[config.mk]
export PLATFORM = sky130hd
export DESIGN_NAME = bus_write
export DESIGN_NICKNAME = d
export VERILOG_FILES = /design/src/rtl/bus_write_pkg.sv /design/src/rtl/fifo_bus_write.sv /design/src/rtl/bus_write.sv
export SDC_FILE = /design/constraint.sdc
export NUM_CORES = 1
export LEC_CHECK = 0
export BUFFER_PORTS_ARGS = -buffer_cell sky130_fd_sc_hd__buf_2
export CORE_AREA = 2 2 112 114
export DETAILED_ROUTE_END_ITERATION = 10
export DIE_AREA = 0 0 114 116
export PLACE_DENSITY = 0.73
export SETUP_SLACK_MARGIN = 0.5
export SYNTH_ARGS = -nofsm -noshare
export SYNTH_HDL_FRONTEND = slang
export SYNTH_SLANG_ARGS = --single-unit
[constraint.sdc]
create_clock -name clk -period 4.4 [get_ports clk]
set_input_delay 0.66 -clock clk [delete_from_list [all_inputs] [get_ports clk]]
set_output_delay 0.66 -clock clk [all_outputs]
set_load 0.02 [all_outputs]
[src/rtl/bus_write_pkg.sv]
// Shared definitions for the PE bus transmit path: FSM encodings, default widths, log2 helper.
package bus_write_pkg;

  localparam logic [1:0] BW_IDLE = 2'd0;
  localparam logic [1:0] BW_REQ  = 2'd1;
  localparam logic [1:0] BW_XMIT = 2'd2;

  localparam int DEF_DATA_LEN     = 16;
  localparam int DEF_BUS_ADDR_LEN = 3;

  // Bits needed to index 'value' distinct items (ceil(log2(value))).
  function automatic int c_log_2(input int value);
    int r;
    r = 0;
    for (int i = 0; i < 31; i++) begin
      if ((1 << i) < value) r = i + 1;
    end
    return r;
  endfunction

endpackage

[src/rtl/fifo_bus_write.sv]
// TX word buffer: first-word-fall-through sync FIFO, count-based full/empty, 1-cycle write latency.
// A push while full is accepted only if a pop frees the slot in the same cycle.
module fifo_bus_write
  import bus_write_pkg::*;
#(
  parameter int DATA_LEN   = DEF_DATA_LEN,
  parameter int FIFO_DEPTH = 8
) (
  input  logic                clk,
  input  logic                rstn,
  input  logic                push,
  input  logic [DATA_LEN-1:0] push_data,
  input  logic                pop,
  output logic [DATA_LEN-1:0] head,
  output logic                full,
  output logic                empty
);

  localparam int PW = c_log_2(FIFO_DEPTH);
  localparam int CW = c_log_2(FIFO_DEPTH + 1);

  logic [DATA_LEN-1:0] mem [FIFO_DEPTH];
  logic [PW-1:0]       wr_ptr;
  logic [PW-1:0]       rd_ptr;
  logic [CW-1:0]       count;
  logic                do_push;
  logic                do_pop;

  assign full    = (count == CW'(FIFO_DEPTH));
  assign empty   = (count == '0);
  assign do_pop  = pop && !empty;
  assign do_push = push && (!full || do_pop);
  assign head    = mem[rd_ptr];

  always_ff @(posedge clk) begin
    if (do_push) mem[wr_ptr] <= push_data;
  end

  // Depth is a power of two, so pointers wrap by natural overflow.
  always_ff @(posedge clk or negedge rstn) begin
    if (!rstn) begin
      wr_ptr <= '0;
      rd_ptr <= '0;
      count  <= '0;
    end else begin
      if (do_push) wr_ptr <= wr_ptr + 1'b1;
      if (do_pop)  rd_ptr <= rd_ptr + 1'b1;
      case ({do_push, do_pop})
        2'b10:   count <= count + 1'b1;
        2'b01:   count <= count - 1'b1;
        default: count <= count;
      endcase
    end
  end

endmodule

[src/rtl/bus_write.sv]
// PE bus transmitter: buffers PE words, requests the bus, sends up to MAX_BURST beats per grant
// (push->req 1 cycle, push->beat 2 cycles); stall/bus_full pause beats. BUS_WRITE_PERF_EN adds perf counters.
module bus_write
  import bus_write_pkg::*;
#(
  parameter int DATA_LEN     = DEF_DATA_LEN,
  parameter int BUS_ADDR_LEN = DEF_BUS_ADDR_LEN,
  parameter int PE_NO        = 0,
  parameter int NUM_ELEM     = 8,
  parameter int FIFO_DEPTH   = 8,
  parameter int MAX_BURST    = 4
) (
  input  logic                    clk,
  input  logic                    rstn,
  input  logic                    stall,
  input  logic [DATA_LEN-1:0]     dst_data_in,
  input  logic                    dst_wr_in,
  output logic                    wr_buffer_full,
  output logic                    tx_overflow,
  output logic                    bus_req,
  input  logic                    bus_gnt,
  input  logic                    bus_full,
  output logic [DATA_LEN-1:0]     data_to_bus,
  output logic [BUS_ADDR_LEN-1:0] addr_to_bus,
  output logic                    valid_to_bus
`ifdef BUS_WRITE_PERF_EN
  ,
  output logic [31:0]             perf_beats,
  output logic [31:0]             perf_bp_cycles
`endif
);

  localparam int BW = c_log_2(MAX_BURST + 1);
  localparam logic [BW-1:0]           BURST_MAX = BW'(MAX_BURST);
  localparam logic [BUS_ADDR_LEN-1:0] SRC_TAG   = BUS_ADDR_LEN'(PE_NO % NUM_ELEM);

  logic [1:0]          state;
  logic [1:0]          state_nxt;
  logic [BW-1:0]       burst_cnt;
  logic [DATA_LEN-1:0] fifo_head;
  logic                fifo_full;
  logic                fifo_empty;
  logic                can_beat;
  logic                burst_room;
  logic                issue;

  fifo_bus_write #(
    .DATA_LEN  (DATA_LEN),
    .FIFO_DEPTH(FIFO_DEPTH)
  ) u_fifo (
    .clk      (clk),
    .rstn     (rstn),
    .push     (dst_wr_in),
    .push_data(dst_data_in),
    .pop      (issue),
    .head     (fifo_head),
    .full     (fifo_full),
    .empty    (fifo_empty)
  );

  assign wr_buffer_full = fifo_full;
  assign can_beat       = bus_gnt && !stall && !bus_full && !fifo_empty;
  assign burst_room     = (burst_cnt < BURST_MAX);

  always_comb begin
    issue     = 1'b0;
    state_nxt = state;
    case (state)
      BW_IDLE: begin
        if (!fifo_empty) state_nxt = BW_REQ;
      end
      BW_REQ: begin
        if (can_beat) begin
          issue     = 1'b1;
          state_nxt = BW_XMIT;
        end
      end
      BW_XMIT: begin
        // Pause (grant kept, room left) or lost grant keeps the request; an exhausted burst yields.
        if (can_beat && burst_room) begin
          issue = 1'b1;
        end else if (!fifo_empty && (!bus_gnt || burst_room)) begin
          state_nxt = BW_REQ;
        end else begin
          state_nxt = BW_IDLE;
        end
      end
      default: state_nxt = BW_IDLE;
    endcase
  end

  always_ff @(posedge clk or negedge rstn) begin
    if (!rstn) begin
      state        <= BW_IDLE;
      burst_cnt    <= '0;
      bus_req      <= 1'b0;
      valid_to_bus <= 1'b0;
      data_to_bus  <= '0;
      addr_to_bus  <= '0;
      tx_overflow  <= 1'b0;
    end else begin
      state        <= state_nxt;
      bus_req      <= (state_nxt != BW_IDLE);
      valid_to_bus <= issue;
      if (issue) begin
        data_to_bus <= fifo_head;
        addr_to_bus <= SRC_TAG;
        burst_cnt   <= (state == BW_XMIT) ? burst_cnt + 1'b1 : BW'(1);
      end
      if (dst_wr_in && fifo_full && !issue) tx_overflow <= 1'b1;
    end
  end

`ifdef BUS_WRITE_PERF_EN
  always_ff @(posedge clk or negedge rstn) begin
    if (!rstn) begin
      perf_beats     <= '0;
      perf_bp_cycles <= '0;
    end else begin
      if (issue && (perf_beats != 32'hFFFF_FFFF)) perf_beats <= perf_beats + 32'd1;
      if ((state != BW_IDLE) && bus_gnt && bus_full && (perf_bp_cycles != 32'hFFFF_FFFF))
        perf_bp_cycles <= perf_bp_cycles + 32'd1;
    end
  end
`else
  // Counters are not built in the default configuration.
`endif

endmodule

# Yosys cells after proc, flatten, opt, wreduce, memory -nomap -nowiden
# Memory sizes are Yosys's and may differ from the RTL's. A register that Yosys moved wholly into a read port is not among the register bits.
# Cells that the tools add are included.
dict set report word_totals {
  latch_bits 0
  reg_bits 18
  mem_count 1
  output_inout_bits 23
  romBits 0
  ramBits 128
}
dict set report classes {
  addsub 5
  n_mul 0
  n_reduce_logical 22
  shift 0
  n_eq_ne 5
  muxes 12
  n_div 0
  n_lt_le_gt_ge 1
  bitwise_logic 0
}
# memory depth width rd rd_clocked_by_memory_dff wr line_no
set mem_list {}
lappend mem_list {u_fifo.mem 8 16 1 1 1 fifo_bus_write.sv:22} ;# logic [DATA_LEN-1:0] mem [FIFO_DEPTH];
# cell n
set ops {}
lappend ops {{$add A3 B1 Y3 const B} 3}
lappend ops {{$logic_and A1 B1 Y1} 9}
lappend ops {{$pmux W4 S2} 1}
lappend ops {{$logic_not A1 Y1} 7}
lappend ops {{$mux W2} 3}
lappend ops {{$pmux W2 S3} 1}
lappend ops {{$mux W1} 5}
lappend ops {{$add A4 B1 Y4 const B} 1}
lappend ops {{$eq A2 B1 Y1 const B} 2}
lappend ops {{$eq A2 B2 Y1 const B} 2}
lappend ops {{$eq A4 B4 Y1 const B} 1}
lappend ops {{$logic_not A4 Y1} 1}
lappend ops {{$reduce_bool A2 Y1} 2}
lappend ops {{$sub A4 B1 Y4 const B} 1}
lappend ops {{$lt A3 B3 Y1 const B} 1}
lappend ops {{$mux W3} 1}
lappend ops {{$logic_not A2 Y1} 1}
lappend ops {{$logic_or A1 B1 Y1} 2}
lappend ops {{$pmux W1 S2} 1}

# Longest topological paths before layout
# Gate-level depths: netlist (run 1).
dict set report depth {
  word_depth 12
  mapped_depth 13
}

# By module
# A second synthesis (run 1) with hierarchy kept.
dict set report unflattened {
  cells_unflattened 337
  hier_area_um2 6702.7
}
# module n_inst area_per_inst_um2 cells_per_inst
set modules_own_cells {}
lappend modules_own_cells {fifo_bus_write 1 5531.6 252}
lappend modules_own_cells {bus_write 1 1171.1 85}

# Worst setup path before layout (run 1)
# OpenSTA, ideal clock, no wires.
dict set report synth_path {
  path_kind {flip-flop to flip-flop}
  startpoint {reg state[0]}
  endpoint {mem u_fifo.mem[1][0] (netlist bit), enable pin}
  period_less_slack_ps 3507
  path_stages_with_launch 9
  slack_ps 893
  t_arrival_ps 3077
  cell_sequence {dfrtp_1 inv_1 ha_1 nor2b_1 o2111ai_4 inv_4 buf_6 nor2_4 nor4_1}
}
dict set report synth_via {
  elab_chain_len 7
  elab_cells_between_ends 8
  classes_between {eq/ne: 2; mux: 3; reduce/logical: 3}
}
# element line_no
set synth_lines {}
lappend synth_lines {{from (decl)} bus_write.sv:37} ;# logic [1:0] state;
lappend synth_lines {{from (signal assigned)} bus_write.sv:102} ;# state <= state_nxt;
lappend synth_lines {{$eq A2 B2 Y1 / $eq A2 B1 Y1 (equally long branches)} bus_write.sv:68} ;# case (state)
lappend synth_lines {{$pmux W1 S2 (*)} bus_write.sv:68}
lappend synth_lines {{$logic_and A1 B1 Y1 (*)} fifo_bus_write.sv:31} ;# assign do_pop = pop && !empty;
lappend synth_lines {{net u_fifo.do_pop} fifo_bus_write.sv:27} ;# logic do_pop;
lappend synth_lines {{$logic_or A1 B1 Y1 (*)} fifo_bus_write.sv:32} ;# assign do_push = push && (!full || do_pop);
lappend synth_lines {{$logic_and A1 B1 Y1 (*)} fifo_bus_write.sv:32}
lappend synth_lines {{$mux W1 (*)} fifo_bus_write.sv:36} ;# if (do_push) mem[wr_ptr] <= push_data;
lappend synth_lines {{$mux W1 (not written as such) (*)} fifo_bus_write.sv:36}
lappend synth_lines {{to (decl)} fifo_bus_write.sv:22}
# The timed path passes the listed nets; every way through them passes the cells marked *.

# Worst setup path after layout (run 1)
dict set report layout_path {
  startpoint {reg state[0]}
  endpoint {reg u_fifo.count[2]}
}
dict set report layout_via {
  elab_chain_len 7
  elab_cells_between_ends 10
  classes_between {eq/ne: 4; mux: 2; reduce/logical: 4}
}
# element line_no
set layout_lines {}
lappend layout_lines {{$eq A2 B2 Y1 / $eq A2 B1 Y1 (equally long branches)} bus_write.sv:68}
lappend layout_lines {{$pmux W1 S2 (*)} bus_write.sv:68}
lappend layout_lines {{$logic_and A1 B1 Y1 (*)} fifo_bus_write.sv:31}
lappend layout_lines {{$logic_or A1 B1 Y1} fifo_bus_write.sv:32}
lappend layout_lines {{$logic_and A1 B1 Y1} fifo_bus_write.sv:32}
lappend layout_lines {{$eq A2 B1 Y1 / $eq A2 B2 Y1 (equally long branches)} fifo_bus_write.sv:48} ;# case ({do_push, do_pop})
lappend layout_lines {{$pmux W4 S2 / $reduce_bool A2 Y1 (equally long branches)} --}
lappend layout_lines {{to (signal assigned)} fifo_bus_write.sv:49} ;# 2'b10: count <= count + 1'b1;
lappend layout_lines {{to (signal assigned)} fifo_bus_write.sv:50} ;# 2'b01: count <= count - 1'b1;
lappend layout_lines {{to (signal assigned)} fifo_bus_write.sv:51} ;# default: count <= count;
lappend layout_lines {{to (decl)} fifo_bus_write.sv:25} ;# logic [CW-1:0] count;
# Every way passes the cells marked *; elsewhere a longest branch is shown, timed or not.
# A chain may end at the register's enable or synchronous reset.

==> results of run 1 <==
-- synthesized netlist by cell type (2+ instances only) --
cell and instances:
nor2_1 6, nor2b_1 3, ha_1 10, buf_6 2, a21oi_1 2, a211oi_1 3
clkbuf_1 5, edfxtp_1 128, nand2b_1 2, dfrtp_1 34, buf_4 3, nor4_1 2
xor2_1 4, a21o_1 3, o21ai_0 20, xnor2_1 5, mux2i_1 16, nor3_1 4
buf_1 2, mux4_2 32, nand2_1 24, inv_1 5, nand3_1 5, buf_2 7
-- power by group through the flow --
stage | combinational [mW] | sequential (mW) | clock [mW]
6_report | 1.21 | 2.30 | 1.52
5_1_grt | 1.33 | 2.35 | 1.61
4_1_cts | 1.24 | 2.31 | 1.56
3_5_place_dp | 1.23 | 2.34 | 0
3_3_place_gp | 1.21 | 2.32 | 0
2_1_floorplan | 0.956 | 2.21 | 0
-- state kept, by name, summed over array words and instances, names as in the netlist --
signal and count:
state 2, burst_cnt 3, u_fifo.count 4, valid_to_bus 1, u_fifo.mem 128, u_fifo.wr_ptr 3
data_to_bus 16, u_fifo.rd_ptr 3, tx_overflow 1, bus_req 1
-- layer usage --
| layer | GRT usage [%] | up-vias |
|---|---|---|
| met5 | 0 | - |
| met4 | 9.59 | 0 |
| met3 | 5.39 | 16 |
| met2 | 31.9 | 78 |
| met1 | 24.9 | 1675 |
| li1 | - | 1473 |
-- how the worst min path moves through the flow --
stage          slack, ps               startpoint  depth (start not counted)                     endpoint
2_1_floorplan        360                     rstn                          0     burst_cnt[0]$_DFFE_PN0N_
3_3_place_gp         430  tx_overflow$_DFFE_PN0P_                          1      tx_overflow$_DFFE_PN0P_
3_5_place_dp         440  tx_overflow$_DFFE_PN0P_                          1      tx_overflow$_DFFE_PN0P_
4_1_cts              370                     rstn                          1  data_to_bus[11]$_DFFE_PN0N_
5_1_grt              420                     rstn                          1  data_to_bus[11]$_DFFE_PN0N_
6_report             360                     rstn                          1  data_to_bus[11]$_DFFE_PN0N_
-- cell families after synthesis --
kind of cell | count (synthesis) | synth area share [%]
compound gates | 36 | 3.75
xor+xnor | 9 | 1.22
fa+ha+maj | 10 | 1.93
buf+inv | 25 | 2.03
flops | 162 | 72.5
mux | 50 | 13.9
other cells | 1 | 0.0579
simple gates | 56 | 4.58
-- stage by stage --
stage	area, um^2	hold WS [ps]
after floorplan	6480	364
after global placement	6870	434
after detailed placement	6870	444
after CTS	7490	372
after global routing	7490	424
final	7490	355
-- layout make-up --
type	count	area, um^2
clock buffers	17	425
fillers	824	4420
inverters	6	25.0
multi-input cells	164	1680
repair buffers	51	280
well taps	147	184
flip-flops and latches	162	4700
clock inverters	15	191
-- critical path, stage by stage, from the launching register on --
cell       delay [ps]
dfrtp_1           420
inv_1             120
ha_1              220
nor2b_1           350
o2111ai_4         170
inv_4             180
o21ai_2           120
ha_1              260
xor2_1            170
ha_1              190
a21oi_1           140
xor2_1            160
nor2_1             70
xor2_1            140
==> summary.md, run 1 <==
| Metric | Value |
|---|---|
| Status | completed |
| Final Hold Viols | 0 |
| CTS max path bufs | 2 |
| Hold buffers post-CTS | 0 |
| Setup TNS | 0 ps |
| Diodes inserted | 0 |
| Post-Route WL | 11.7 mm |
| Number of enable flip-flop cells after synthesis | 128 |
| Slew Viols, Final | 0 |
| Die H | 116 um |
| Metal1 wirelength | 5.10 mm |
| Fin crit period | 2820 ps |
| Least-Margin Pin Slew | 1190 ps |
| IO Port Bufs | 41 |
| Total power | 5.04 mW |
| H-tree depth | 4 |
| Clock Skew | 7.92 ps |
| HPWL Detailed | 7.11 mm |
| Most common cell after layout, fill and taps aside | edfxtp_1 |
| Fmax | 0.355 GHz |
| Type of origin of the critical path | register |
| Drt pass-1 iters | 5 |
| DRT iter0 DRCs | 234 |
| Max layer used | met4 |
| Number of global-route vias before repair | 3339 |
| CP endpoint | u_fifo.count[2]$_DFFE_PN0P_ |
| Area contributors post-synth | edfxtp_1, dfrtp_1, mux4_2, mux2i_1, ha_1 |
| Async S/R FF share, synth | 21.0% |
| Clock slew at reported path FFs | 60 ps |
| Post-CTS Setup Bufs | 0 |
| Max-cap viol count | 0 |
| Vias per cell | 5.77 |
| Pwr dens | 673 mW/mm^2 |
| Clk_lat worst skew | 420 ps |
| Worst hold path type | input port to asynchronous set/reset pin |
| Clock share of power | 30.2% |
| Post-synth top area share | 59.4% |
| Core Rows | 40 |
| Sequential power share | 45.7% |
| Cell Count, Final, Fillers Out | 562 |
| Synth Register Bits | 162 |
| RSZ-0062 raised after global routing | false |
| Syn Std Cell Area | 0.00648 mm^2 |
| Placed cell count | 530 |
| Endpoints failing setup | 0 |
| Overall routing resource usage | 19.7% |
| # IOs | 45 |
| Share of layout cells above drive strength 1 | 31.8% |
| Core Area | 0.0119 mm^2 |
| Sequential cell area fraction in the yosys report | 72.5% |
| Pint | 3.54 mW |
| FF-to-FF Start | state[0]$_DFF_PN0_ |
| Warnings from Yosys | 0 |
| Switch share | 29.8% |
| Period utilization | 64.1% |
| Crit path DAT | 3130 ps |
| Routed len/inst | 20.8 um |
| Final nets | 434 |
| Vias post-DR | 3242 |
| Post-Synthesis Cells | 349 |
| Util after Layout | 62.9% |
| GRT Residual Overflow | 0 |
| Antenna Nets Post-Route | 0 |
| Post-synthesis cell type count | 46 |
| Die Area | 0.0132 mm^2 |
| Worst IR drop on VDD | 0.426 mV |
| Data required, critical path | 4700 ps |
| CTS root buf | clkbuf_16 |
| Largest net degree at the start of global routing | 37 |
| Starting Density | 54.4% |
| Commonest non-fill, non-tap cells in the layout | edfxtp_1, buf_2, mux4_2, dfrtp_1, nand2_1 |
| Leakage | 2.71 nW |
| DR DRC count | 0 |
| Routed met3 length | 405 um |
| Antenna violations before repair | 0 |
| Sw Pwr | 1.50 mW |
| Path depth of the worst reg2reg path | 13 |
| CP endpoint kind | register |
| Die X | 114 um |
| Worst reg-to-reg setup slack | 1580 ps |
| Critical path class | register to register |
| First-pass GRT wire length | 18.5 mm |
| Worst rel slew slack | 20.9% |
| Fin worst setup slack | 1580 ps |
| Layout area overhead | 15.6% |
| Post-cts sizing count | 0 |
| Post-synth top area cell | edfxtp_1 |
| Ys flop type | edfxtp_1 |
| Logic pwr share | 24.1% |
| CTS tree | yes |
| Worst-path fanout max | 13 |
| DP Worst Slack | 1550 ps |
| CP startpoint | state[0]$_DFF_PN0_ |
| CTS sink count | 162 |
| Syn avg cell area | 18.6 um^2 |
| Met2 WL post-DR | 5.98 mm |
| TritonCTS buffer count | 17 |
| Reg-to-Reg End | u_fifo.count[2]$_DFFE_PN0P_ |
| Final GP Congestion | 0.800 |
No activity file was read; power rests on OpenSTA's default activity.
==> inputs of run 2 (changes only) <==
--- a/config.mk
+++ b/config.mk
@@ -5,11 +5,12 @@
 export SDC_FILE = /design/constraint.sdc
 export NUM_CORES = 1
 export LEC_CHECK = 0
+export ABC_AREA = 1
 export BUFFER_PORTS_ARGS = -buffer_cell sky130_fd_sc_hd__buf_2
-export CORE_AREA = 2 2 112 114
+export CORE_AREA = 2 2 114 116
 export DETAILED_ROUTE_END_ITERATION = 10
-export DIE_AREA = 0 0 114 116
-export PLACE_DENSITY = 0.73
+export DIE_AREA = 0 0 116 118
+export PLACE_DENSITY = 0.75
 export SETUP_SLACK_MARGIN = 0.5
 export SYNTH_ARGS = -nofsm -noshare
 export SYNTH_HDL_FRONTEND = slang
==> constraint.sdc (replaced) <==
create_clock -name clk -period 2.4 [get_ports clk]
set_input_delay 0.36 -clock clk [delete_from_list [all_inputs] [get_ports clk]]
set_output_delay 0.36 -clock clk [all_outputs]
set_load 0.02 [all_outputs]
==> run 2 against run 1 <==
Worst hold slack got worse by 350 ps. Synthesized cell count increased by 64%. First-iteration DRC count up 120%. Cell count increased by 48%. Sequential cell count stayed put. Global-route usage rose by 2.9 points. Critical path type unchanged.
==> summary.md, run 2 <==
| Metric | Value |
|---|---|
| Commonest non-fill, non-tap cells in the layout | nand2_1, edfxtp_1, nor2_1 |
| Routed len/inst | 17.5 um |
| GRT Residual Overflow | 0 |
| Reg-to-Reg End | u_fifo.count[2]$_DFFE_PN0P_ |
| Core Rows | 41 |
| Antenna Nets Post-Route | 0 |
| Ys flop type | edfxtp_1 |
| CTS sink count | 162 |
| Die X | 116 um |
| Placed cell count | 778 |
| Least-Margin Pin Slew | 748 ps |
| Hold buffers post-CTS | 0 |
| DRT iter0 DRCs | 518 |
| Largest register by flop count | u_fifo.mem |
| Top-count cell post-synth | nand2_1 |
| Syn Std Cell Area | 0.00665 mm^2 |
| Post-synthesis cell type count | 30 |
| Drt pass-1 iters | 5 |
| Crit path DAT | 2570 ps |
| Starting Density | 53.5% |
| # IOs | 45 |
| Biggest regs | u_fifo.mem (128), data_to_bus (16), u_fifo.count (4) |
| Share of layout cells above drive strength 1 | 22.5% |
| Worst rel slew slack | 50.1% |
| IO Port Bufs | 41 |
| Post-Synthesis Cells | 572 |
| Period utilization | 91.9% |
| Die Area | 0.0137 mm^2 |
| Setup TNS | 0 ps |
| Most common cell after layout, fill and taps aside | nand2_1 |
| Slew Viols, Final | 0 |
| Path depth of the worst reg2reg path | 15 |
| Final Hold Viols | 0 |
| Vias per cell | 5.55 |
| Area contributors post-synth | edfxtp_1, dfrtp_1, nand2_1, o21ai_0, nor2_1 |
| Max reg flops | 128 |
| Clk_lat worst skew | 430 ps |
| Vias post-DR | 4625 |
| Leakage | 3.19 nW |
| HPWL Detailed | 8.30 mm |
| Post-synth top area share | 57.8% |
| Type of origin of the critical path | register |
| Fmax | 0.453 GHz |
| Sequential cell area fraction in the yosys report | 70.6% |
| Worst reg-to-reg setup slack | 190 ps |
| Die H | 118 um |
| Worst-path fanout max | 4 |
| CTS tree | yes |
| Syn avg cell area | 11.6 um^2 |
| CP endpoint kind | register |
| Hold Slack | 1.40 ps |
| Multi-input logic area | 0.00189 mm^2 |
| Synth Register Bits | 162 |
| Overall routing resource usage | 22.6% |
| Antenna violations before repair | 0 |
| Number of enable flip-flop cells after synthesis | 128 |
| FILL cells | 885 |
| Largest net degree at the start of global routing | 35 |
| Clock slew at reported path FFs | 60 ps |
| Data required, critical path | 2760 ps |
| DR DRC count | 0 |
| RSZ-0062 raised after global routing | true |
| Critical path class | register to register |
| Pwr dens | 1230 mW/mm^2 |
| H-tree depth | 4 |
| Status | completed |
| CTS root buf | clkbuf_16 |
| Post-Route WL | 14.6 mm |
| Worst IR drop on VDD | 0.605 mV |
| Post-synth top area cell | edfxtp_1 |
| Util after Layout | 65.9% |
| Async S/R FF share, synth | 21.0% |
| Max-cap viol count | 0 |
| Fin crit period | 2210 ps |
| FF+latch area | 0.00470 mm^2 |
| List of most frequent post-synthesis cells | nand2_1, edfxtp_1, nor2_1, o21ai_0, dfrtp_1 |
| Diodes inserted | 0 |
| Layout area overhead | 23.1% |
| Clock Skew | 9.82 ps |
| FF-to-FF Start | state[0]$_DFF_PN0_ |
| Cell Count, Final, Fillers Out | 834 |
| Core Area | 0.0124 mm^2 |
| CP startpoint | state[0]$_DFF_PN0_ |
| TritonCTS buffer count | 17 |
| Number of global-route vias before repair | 4460 |
| CTS max path bufs | 2 |
| Final nets | 682 |
| Final GP Congestion | 0.812 |
| Worst hold path type | input port to asynchronous set/reset pin |
| Warnings from Yosys | 0 |
| Total power | 10.0 mW |
| Endpoints failing setup | 0 |
| First-pass GRT wire length | 22.9 mm |
==> run 2: changes by cell type in the layout (fill, tap and decap cells not counted), sizes merged, moves of 4 or more <==
cell and delta:
clkbuf +4, buf +36, nor3 -4, nand2 +110, inv +14, nor2 +74, mux2i -16, o22ai +32
o21ai +48, mux4 -32, nand3 +10
==> run 2: worst max path at each step <==
stage / to / slack (ps) / cells after the start
CTS: u_fifo.count[2]$_DFFE_PN0P_ / 290 / 15
global route: u_fifo.count[3]$_DFFE_PN0P_ / 80 / 15
finish: u_fifo.count[2]$_DFFE_PN0P_ / 190 / 15
global placement: u_fifo.count[2]$_DFFE_PN0P_ / 150 / 16
floorplan: u_fifo.count[2]$_DFFE_PN0P_ / 270 / 11
detailed placement: u_fifo.count[2]$_DFFE_PN0P_ / 30 / 16
==> run 2: cell type report <==
type | instances | share of cell area, %
tap | 172 | 2.63
timing repair buffer | 88 | 9.36
multi-input combinational | 361 | 23.1
clock inverter | 11 | 1.09
sequential | 162 | 57.4
clock buffer | 20 | 5.34
inverter | 20 | 1.01
==> run 2: worst max-delay path: stages (launching register included) <==
cell and delay, ps:
dfrtp_2 460, inv_4 100, ha_4 130, nand4_1 120
nand2_1 120, nand2_2 100, nand2_4 120, nand2_8 60
ha_4 190, nand2_2 80, inv_2 60, nor2_4 120
ha_4 140, a21oi_2 30, or2_4 230, a21oi_2 100
==> run 2: power breakdown <==
| group | switching (mW) | internal, mW |
|---|---|---|
| logic | 2.36 | 1.38 |
| clock network | 1.01 | 1.40 |
| registers | 0.270 | 3.61 |
| total | 3.64 | 6.40 |
==> run 2: cells by family after synthesis <==
logic type                 synth area share [%]
AOI/OAI and AO/OA                          8.73
DFF                                        70.6
buffers and inverters                      3.69
adders and majority gates                  1.88
other                                    0.0564
xor gates and xnor gates                  0.791
and+or+nand+nor                            14.2
==> run 2: through the flow <==
step,worst slack [ps],cell area [um^2]
floorplan,274,6770
global placement,147,7290
detailed placement,28.6,7290
CTS,289,8050
global route,81.6,8180
finish,194,8180
==> run 2: repair_timing <==
| action | in CTS | in global routing |
|---|---|---|
| pin swaps | 7 | 4 |
| buffers inserted | 16 | 6 |
| hold endpoints to repair | 0 | 0 |
| setup endpoints to repair | 82 | 134 |
| gates resized for setup | 15 | 9 |
| gates cloned | 2 | 1 |
==> run 2: layer usage <==
metal	wire, um	vias up	global-route usage [%]
met2	7190	231	35.8
li1	-	2140	-
met1	5990	2234	29.9
met3	1190	20	4.94
met5	0	-	0
met4	235	0	9.82
